$ cat config.mk
export PLATFORM = sky130hd
export DESIGN_NAME = read_logic_header_multi_flat
export DESIGN_NICKNAME = d
export VERILOG_FILES = /design/src/rtl/read_logic_header_multi_if.sv /design/src/rtl/read_logic_header_multi.sv /design/src/flat_wrapper.sv
export SDC_FILE = /design/constraint.sdc
export NUM_CORES = 1
export LEC_CHECK = 0
export CORE_MARGIN = 2
export CORE_UTILIZATION = 44
export CTS_CLUSTER_DIAMETER = 40
export CTS_CLUSTER_SIZE = 20
export DETAILED_ROUTE_END_ITERATION = 6
export GPL_ROUTABILITY_DRIVEN = 0
export HOLD_SLACK_MARGIN = 0.06
export PLACE_DENSITY = 0.73
export SYNTH_ARGS = -nofsm -noshare
export SYNTH_HDL_FRONTEND = slang
export SYNTH_SLANG_ARGS = --single-unit
$ cat constraint.sdc
create_clock -name clk -period 6.4 [get_ports clk]
set_input_delay 1.28 -clock clk [delete_from_list [all_inputs] [get_ports clk]]
set_output_delay 1.28 -clock clk [all_outputs]
set_load 0.05 [all_outputs]
$ cat src/rtl/read_logic_header_multi_if.sv
// Bus bundle for read_logic_header_multi: read/commit strobes, header register
// writes and the per-line read-side view. clk/rst stay outside the bundle.
interface read_logic_header_multi_if #(
    parameter int CHAR_WIDTH = 9,
    parameter int LINE_WIDTH = 3,
    parameter int VLAN_WIDTH = 4
) ();
    logic                             rd_char_incr;
    logic                             rd_newline;
    logic                             wr_commit;
    logic                             we_rgs;
    logic                             tlastarray_cs_rgs;
    logic [LINE_WIDTH+CHAR_WIDTH-1:0] wr_ptr_rgs;
    logic [7:0]                       tdata_rgs;

    logic [VLAN_WIDTH+CHAR_WIDTH-1:0] rd_ptr;
    logic [LINE_WIDTH-1:0]            rd_ptr_line;
    logic                             tlast_flag;
    logic [15:0]                      body_length;
    logic [LINE_WIDTH:0]              lines_avail;
    logic                             full;
    logic                             empty;
    logic                             ovf_err;
    logic                             unf_err;

    modport master (
        output rd_char_incr, rd_newline, wr_commit, we_rgs, tlastarray_cs_rgs,
               wr_ptr_rgs, tdata_rgs,
        input  rd_ptr, rd_ptr_line, tlast_flag, body_length, lines_avail,
               full, empty, ovf_err, unf_err
    );

    modport slave (
        input  rd_char_incr, rd_newline, wr_commit, we_rgs, tlastarray_cs_rgs,
               wr_ptr_rgs, tdata_rgs,
        output rd_ptr, rd_ptr_line, tlast_flag, body_length, lines_avail,
               full, empty, ovf_err, unf_err
    );
endinterface

$ cat src/rtl/read_logic_header_multi.sv
// Read-side pointer and per-line header store for a multi-line packet buffer.
// Define READ_HDR_CHAR_CLAMP_EN to saturate the char offset instead of wrapping.
module read_logic_header_multi #(
    parameter int CHAR_WIDTH = 9,
    parameter int LINE_WIDTH = 3,
    parameter int VLAN_WIDTH = 4
) (
    input  logic                      clk,
    input  logic                      rst,
    read_logic_header_multi_if.slave  bus
);
    localparam int DEPTH = 1 << LINE_WIDTH;
    localparam logic [LINE_WIDTH:0]   FULL_COUNT = {1'b1, {LINE_WIDTH{1'b0}}};
    localparam logic [LINE_WIDTH:0]   COUNT_ONE  = (LINE_WIDTH+1)'(1);
    localparam logic [LINE_WIDTH-1:0] LINE_ONE   = LINE_WIDTH'(1);
    localparam logic [CHAR_WIDTH-1:0] CHAR_ONE   = CHAR_WIDTH'(1);
`ifdef READ_HDR_CHAR_CLAMP_EN
    localparam logic [CHAR_WIDTH-1:0] CHAR_LAST  = '1;
`endif

    logic [CHAR_WIDTH-1:0] char_off;
    logic [CHAR_WIDTH-1:0] char_next;
    logic [LINE_WIDTH-1:0] line_idx;
    logic [LINE_WIDTH:0]   lines_avail;
    logic                  ovf_err;
    logic                  unf_err;
    logic                  is_full;
    logic                  is_empty;
    logic                  nl_accept;
    logic                  commit_accept;

    logic [LINE_WIDTH-1:0] wr_line;
    logic [CHAR_WIDTH-1:0] wr_off;

    logic                  tlast_mem   [DEPTH];
    logic [7:0]            body_hi_mem [DEPTH];
    logic [7:0]            body_lo_mem [DEPTH];
    logic [VLAN_WIDTH-1:0] vlan_mem    [DEPTH];

    assign wr_line = bus.wr_ptr_rgs[LINE_WIDTH+CHAR_WIDTH-1 -: LINE_WIDTH];
    assign wr_off  = bus.wr_ptr_rgs[CHAR_WIDTH-1:0];

    // A commit at full or a newline at empty still goes through when the
    // opposite event lands in the same cycle, judged on the pre-edge count.
    always_comb begin
        is_full       = (lines_avail == FULL_COUNT);
        is_empty      = (lines_avail == '0);
        nl_accept     = bus.rd_newline && (!is_empty || bus.wr_commit);
        commit_accept = bus.wr_commit && (!is_full || bus.rd_newline);
    end

    always_comb begin
        char_next = char_off;
        if (nl_accept) begin
            char_next = '0;
        end else if (bus.rd_char_incr && !bus.rd_newline) begin
`ifdef READ_HDR_CHAR_CLAMP_EN
            if (char_off != CHAR_LAST) begin
                char_next = char_off + CHAR_ONE;
            end
`else
            char_next = char_off + CHAR_ONE;
`endif
        end
    end

    always_ff @(posedge clk) begin
        if (rst) begin
            char_off    <= '0;
            line_idx    <= '0;
            lines_avail <= '0;
            ovf_err     <= 1'b0;
            unf_err     <= 1'b0;
        end else begin
            char_off <= char_next;
            if (nl_accept) begin
                line_idx <= line_idx + LINE_ONE;
            end
            if (commit_accept && !nl_accept) begin
                lines_avail <= lines_avail + COUNT_ONE;
            end else if (nl_accept && !commit_accept) begin
                lines_avail <= lines_avail - COUNT_ONE;
            end
            if (bus.wr_commit && !commit_accept) begin
                ovf_err <= 1'b1;
            end
            if (bus.rd_newline && !nl_accept) begin
                unf_err <= 1'b1;
            end
        end
    end

    // Header arrays carry no reset so their contents survive a pointer reset.
    always_ff @(posedge clk) begin
        if (!rst && bus.we_rgs) begin
            if (bus.tlastarray_cs_rgs) begin
                tlast_mem[wr_line] <= bus.tdata_rgs[0];
            end else begin
                case (wr_off)
                    CHAR_WIDTH'(0): body_hi_mem[wr_line] <= bus.tdata_rgs;
                    CHAR_WIDTH'(1): body_lo_mem[wr_line] <= bus.tdata_rgs;
                    CHAR_WIDTH'(2): vlan_mem[wr_line]    <= bus.tdata_rgs[VLAN_WIDTH-1:0];
                    default: ;
                endcase
            end
        end
    end

    assign bus.rd_ptr      = {vlan_mem[line_idx], char_off};
    assign bus.rd_ptr_line = line_idx;
    assign bus.tlast_flag  = tlast_mem[line_idx];
    assign bus.body_length = {body_hi_mem[line_idx], body_lo_mem[line_idx]};
    assign bus.lines_avail = lines_avail;
    assign bus.full        = is_full;
    assign bus.empty       = is_empty;
    assign bus.ovf_err     = ovf_err;
    assign bus.unf_err     = unf_err;
endmodule

$ cat src/flat_wrapper.sv
// flat-port wrapper written by rule: the top's interface ports become plain ports
module read_logic_header_multi_flat 
#(
    parameter int CHAR_WIDTH = 9,
    parameter int LINE_WIDTH = 3,
    parameter int VLAN_WIDTH = 4
)
  (clk, rst, bus_rd_char_incr, bus_rd_newline, bus_wr_commit, bus_we_rgs, bus_tlastarray_cs_rgs, bus_wr_ptr_rgs, bus_tdata_rgs, bus_rd_ptr, bus_rd_ptr_line, bus_tlast_flag, bus_body_length, bus_lines_avail, bus_full, bus_empty, bus_ovf_err, bus_unf_err);
  read_logic_header_multi_if #(.CHAR_WIDTH(CHAR_WIDTH), .LINE_WIDTH(LINE_WIDTH), .VLAN_WIDTH(VLAN_WIDTH)) bus_i ();
  input  logic clk;
  input  logic rst;
  input wire logic [$bits(bus_i.rd_char_incr)-1:0] bus_rd_char_incr;
  input wire logic [$bits(bus_i.rd_newline)-1:0] bus_rd_newline;
  input wire logic [$bits(bus_i.wr_commit)-1:0] bus_wr_commit;
  input wire logic [$bits(bus_i.we_rgs)-1:0] bus_we_rgs;
  input wire logic [$bits(bus_i.tlastarray_cs_rgs)-1:0] bus_tlastarray_cs_rgs;
  input wire logic [$bits(bus_i.wr_ptr_rgs)-1:0] bus_wr_ptr_rgs;
  input wire logic [$bits(bus_i.tdata_rgs)-1:0] bus_tdata_rgs;
  output wire logic [$bits(bus_i.rd_ptr)-1:0] bus_rd_ptr;
  output wire logic [$bits(bus_i.rd_ptr_line)-1:0] bus_rd_ptr_line;
  output wire logic [$bits(bus_i.tlast_flag)-1:0] bus_tlast_flag;
  output wire logic [$bits(bus_i.body_length)-1:0] bus_body_length;
  output wire logic [$bits(bus_i.lines_avail)-1:0] bus_lines_avail;
  output wire logic [$bits(bus_i.full)-1:0] bus_full;
  output wire logic [$bits(bus_i.empty)-1:0] bus_empty;
  output wire logic [$bits(bus_i.ovf_err)-1:0] bus_ovf_err;
  output wire logic [$bits(bus_i.unf_err)-1:0] bus_unf_err;
  assign bus_i.rd_char_incr = bus_rd_char_incr;
  assign bus_i.rd_newline = bus_rd_newline;
  assign bus_i.wr_commit = bus_wr_commit;
  assign bus_i.we_rgs = bus_we_rgs;
  assign bus_i.tlastarray_cs_rgs = bus_tlastarray_cs_rgs;
  assign bus_i.wr_ptr_rgs = bus_wr_ptr_rgs;
  assign bus_i.tdata_rgs = bus_tdata_rgs;
  assign bus_rd_ptr = bus_i.rd_ptr;
  assign bus_rd_ptr_line = bus_i.rd_ptr_line;
  assign bus_tlast_flag = bus_i.tlast_flag;
  assign bus_body_length = bus_i.body_length;
  assign bus_lines_avail = bus_i.lines_avail;
  assign bus_full = bus_i.full;
  assign bus_empty = bus_i.empty;
  assign bus_ovf_err = bus_i.ovf_err;
  assign bus_unf_err = bus_i.unf_err;
  read_logic_header_multi #(.CHAR_WIDTH(CHAR_WIDTH), .LINE_WIDTH(LINE_WIDTH), .VLAN_WIDTH(VLAN_WIDTH)) u_core (.clk(clk), .rst(rst), .bus(bus_i));
endmodule
==> results.json <==
{
  "drive_gt1_share_pct": 21.6,
  "critPathCaptureType": "output port",
  "final_nets": 501,
  "critical_path_class": "reg -> out",
  "drc": 0,
  "grt_pass1_vias": 3954,
  "vias_per_cell": 5.40,
  "peakVddDrop_v": 0.000361,
  "whs_ns": 0.458,
  "synth_cells": 396,
  "synth_edf_count": 168,
  "required_ns": 5.12,
  "cts_resized": 0,
  "synth_ff_type": "edfxtp_1",
  "p_leak_nw": 2.79,
  "r2r_slack_ns": 3.44,
  "syn-cell-area_um2": 7480,
  "hp-class": "reg -> reg",
  "highest_layer": "met4",
  "drt_iter0_markers": 310,
  "postCtsSetupRepairBufs": 0,
  "initial_core_util_pct": 45.1,
  "antenna_found_initial": 0,
  "antenna_left": 0,
  "reg2reg_depth": 9,
  "setup_ws_ns": 1.68,
  "min_period_ns": 4.72,
  "fill_cells": 1306,
  "grt_max_degree": 43,
  "regToRegStartpoint": "u_core.bus.lines_avail[0]",
  "synth_warnings": 0,
  "clock_skew_ns": 0.00404,
  "timing.final.crit_share_pct": 73.8,
  "maxSlewViolCount": 0,
  "grt_usage_pct": 16.9,
  "grt_pass1_wl_um": 22500,
  "hpwl_um": 8850,
  "clock_sinks": 189,
  "setup_tns_ns": 0,
  "coreArea_um2": 16600,
  "wl_um": 14400,
  "r2r_end": "u_core.bus.lines_avail[3]",
  "cts_root_buf": "clkbuf_16",
  "dr.pass1.iters": 4,
  "synthesis.nets": 429,
  "maxSlewHeadroom_pct": 26.4,
  "status": "finished, final reports clean",
  "route.met2.wl_um": 7230,
  "grt_overflow": 0,
  "cts_buffers": 17,
  "power_per_cell_area_nw_per_um2": 350,
  "totalPowerFinal_w": 0.00313,
  "clock_path_buffers": 2,
  "diodes": 0,
  "setup_viol": 0,
  "arrival_ns": 3.44,
  "cp-start-kind": "flop",
  "final_common_cell": "edfxtp_1",
  "layout_common_cells": "edfxtp_1, clkdlybuf4s50_1, nor2_1",
  "yosysUniqueCellTypes": 41,
  "pre_cts_slack_ns": 2.04,
  "htree_levels": 4,
  "die_w_um": 134,
  "cts_tree": "yes",
  "async_reset_ff_share_pct": 0,
  "synth-seq-cells": 189,
  "dp_cells": 669,
  "clk_latency_ns": 0.42,
  "clk_pin_slew_ns": 0.07,
  "routed-via-count": 3787,
  "cap_violations": 0,
  "worstPathMaxFanout": 25,
  "wl_met3_um": 930,
  "syn2layout_area_growth_pct": 19.4,
  "worst_pin_slew_ns": 1.10,
  "rsz0062_at_grt": "false",
  "numPortBuffers": 67,
  "cts_hold_buffers": 0,
  "wl_met1_um": 6070,
  "endpoint": "bus_body_length[15]",
  "synth-seq-area-share_pct": 73.0,
  "die_area_um2": 18100,
  "fmax_mhz": 212,
  "routedWlPerCell_um": 20.5,
  "finalNonFillerCells": 701,
  "ioPinCount": 68,
  "final_hold_viol_count": 0,
  "avgSynthCellArea_um2": 18.9,
  "die_h_um": 134,
  "fp-row-count": 47
}
==> worst min path at each step <==
stage / startpoint / end / slack [ns] / cells after the start
detailed placement: u_core.bus.unf_err / u_core.bus.unf_err / 0.45 / 2
CTS: u_core.bus.unf_err / u_core.bus.unf_err / 0.46 / 2
floorplan: u_core.bus.unf_err / u_core.bus.unf_err / 0.66 / 2
global route: u_core.bus.unf_err / u_core.bus.unf_err / 0.49 / 2
global placement: u_core.bus.unf_err / u_core.bus.unf_err / 0.44 / 2
finish: u_core.bus.unf_err / u_core.bus.unf_err / 0.46 / 2
==> critical path: stages (launching register included) <==
cell,delay (ns)
dfxtp_2,0.92
buf_4,0.49
mux4_2,0.58
mux2_2,0.29
clkdlybuf4s50_1,0.71
==> Yosys cell counts, drive strengths merged, types with 3 or more instances <==
| cell type | n | share of area [%] |
|---|---|---|
| edfxtp | 168 | 67 |
| nor2 | 51 | 2.6 |
| mux4 | 42 | 13 |
| mux2 | 22 | 3.3 |
| dfxtp | 21 | 5.6 |
| clkbuf | 12 | 0.60 |
| xor2 | 9 | 1.1 |
| nand2 | 6 | 0.30 |
| nand3 | 6 | 0.40 |
| ha | 5 | 0.84 |
| inv | 5 | 0.25 |
| nand3b | 5 | 0.50 |
| a21oi | 4 | 0.27 |
| buf | 4 | 0.27 |
| nor2b | 3 | 0.25 |
==> kinds of logic (layout without fill, tap and decap cells) <==
group	count (synthesis)	in the layout	share of synthesized area (%)
flip-flops	189	189	73.0
AND/OR/NAND/NOR	91	91	6.20
adder cells (fa/ha/maj)	6	6	1.10
multiplexers	66	66	16.2
buffers and inverters	21	106	1.12
AO/OA/AOI/OAI	13	13	1.14
XOR/XNOR	10	10	1.17
==> power breakdown <==
| part | internal (W) | leakage (nW) | switching (W) | total (W) |
|---|---|---|---|---|
| logic | 0.000321 | 0.839 | 0.000384 | 0.000706 |
| clock network | 0.000512 | 0.265 | 0.000473 | 0.000985 |
| registers | 0.00136 | 1.68 | 0.0000760 | 0.00144 |
==> per-layer routing <==
metal	vias to the layer above	GRT usage, %
met1	1921	23.2
met5	-	0
met3	14	5.03
li1	1724	-
met4	0	4.62
met2	128	26.6
==> layout make-up <==
class | instances | area (um2) | area share [%]
Sequential cell | 189 | 5470 | 61.2
Clock buffer | 17 | 425 | 4.76
Inverter | 5 | 18.8 | 0.210
Tap cell | 220 | 275 | 3.08
Clock inverter | 15 | 126 | 1.41
Timing Repair Buffer | 69 | 686 | 7.68
Multi-Input combinational cell | 186 | 1930 | 21.6
==> through the flow <==
step	utilization, %	cell area, um2
after floorplan	-	7480
after global placement	50.5	8380
after detailed placement	50.5	8380
after CTS	53.9	8930
after global routing	53.9	8930
final	53.9	8930
==> flip-flops by register name, summed over array words and instances (netlist names), named ones only <==
register	count
u_core.body_hi_mem	64
u_core.body_lo_mem	64
u_core.vlan_mem	32
u_core.char_off	9
u_core.tlast_mem	8
u_core.bus.lines_avail	4
u_core.bus.rd_ptr_line	3
u_core.bus.ovf_err	1
u_core.bus.unf_err	1
No activity file was read; power rests on OpenSTA's default activity.
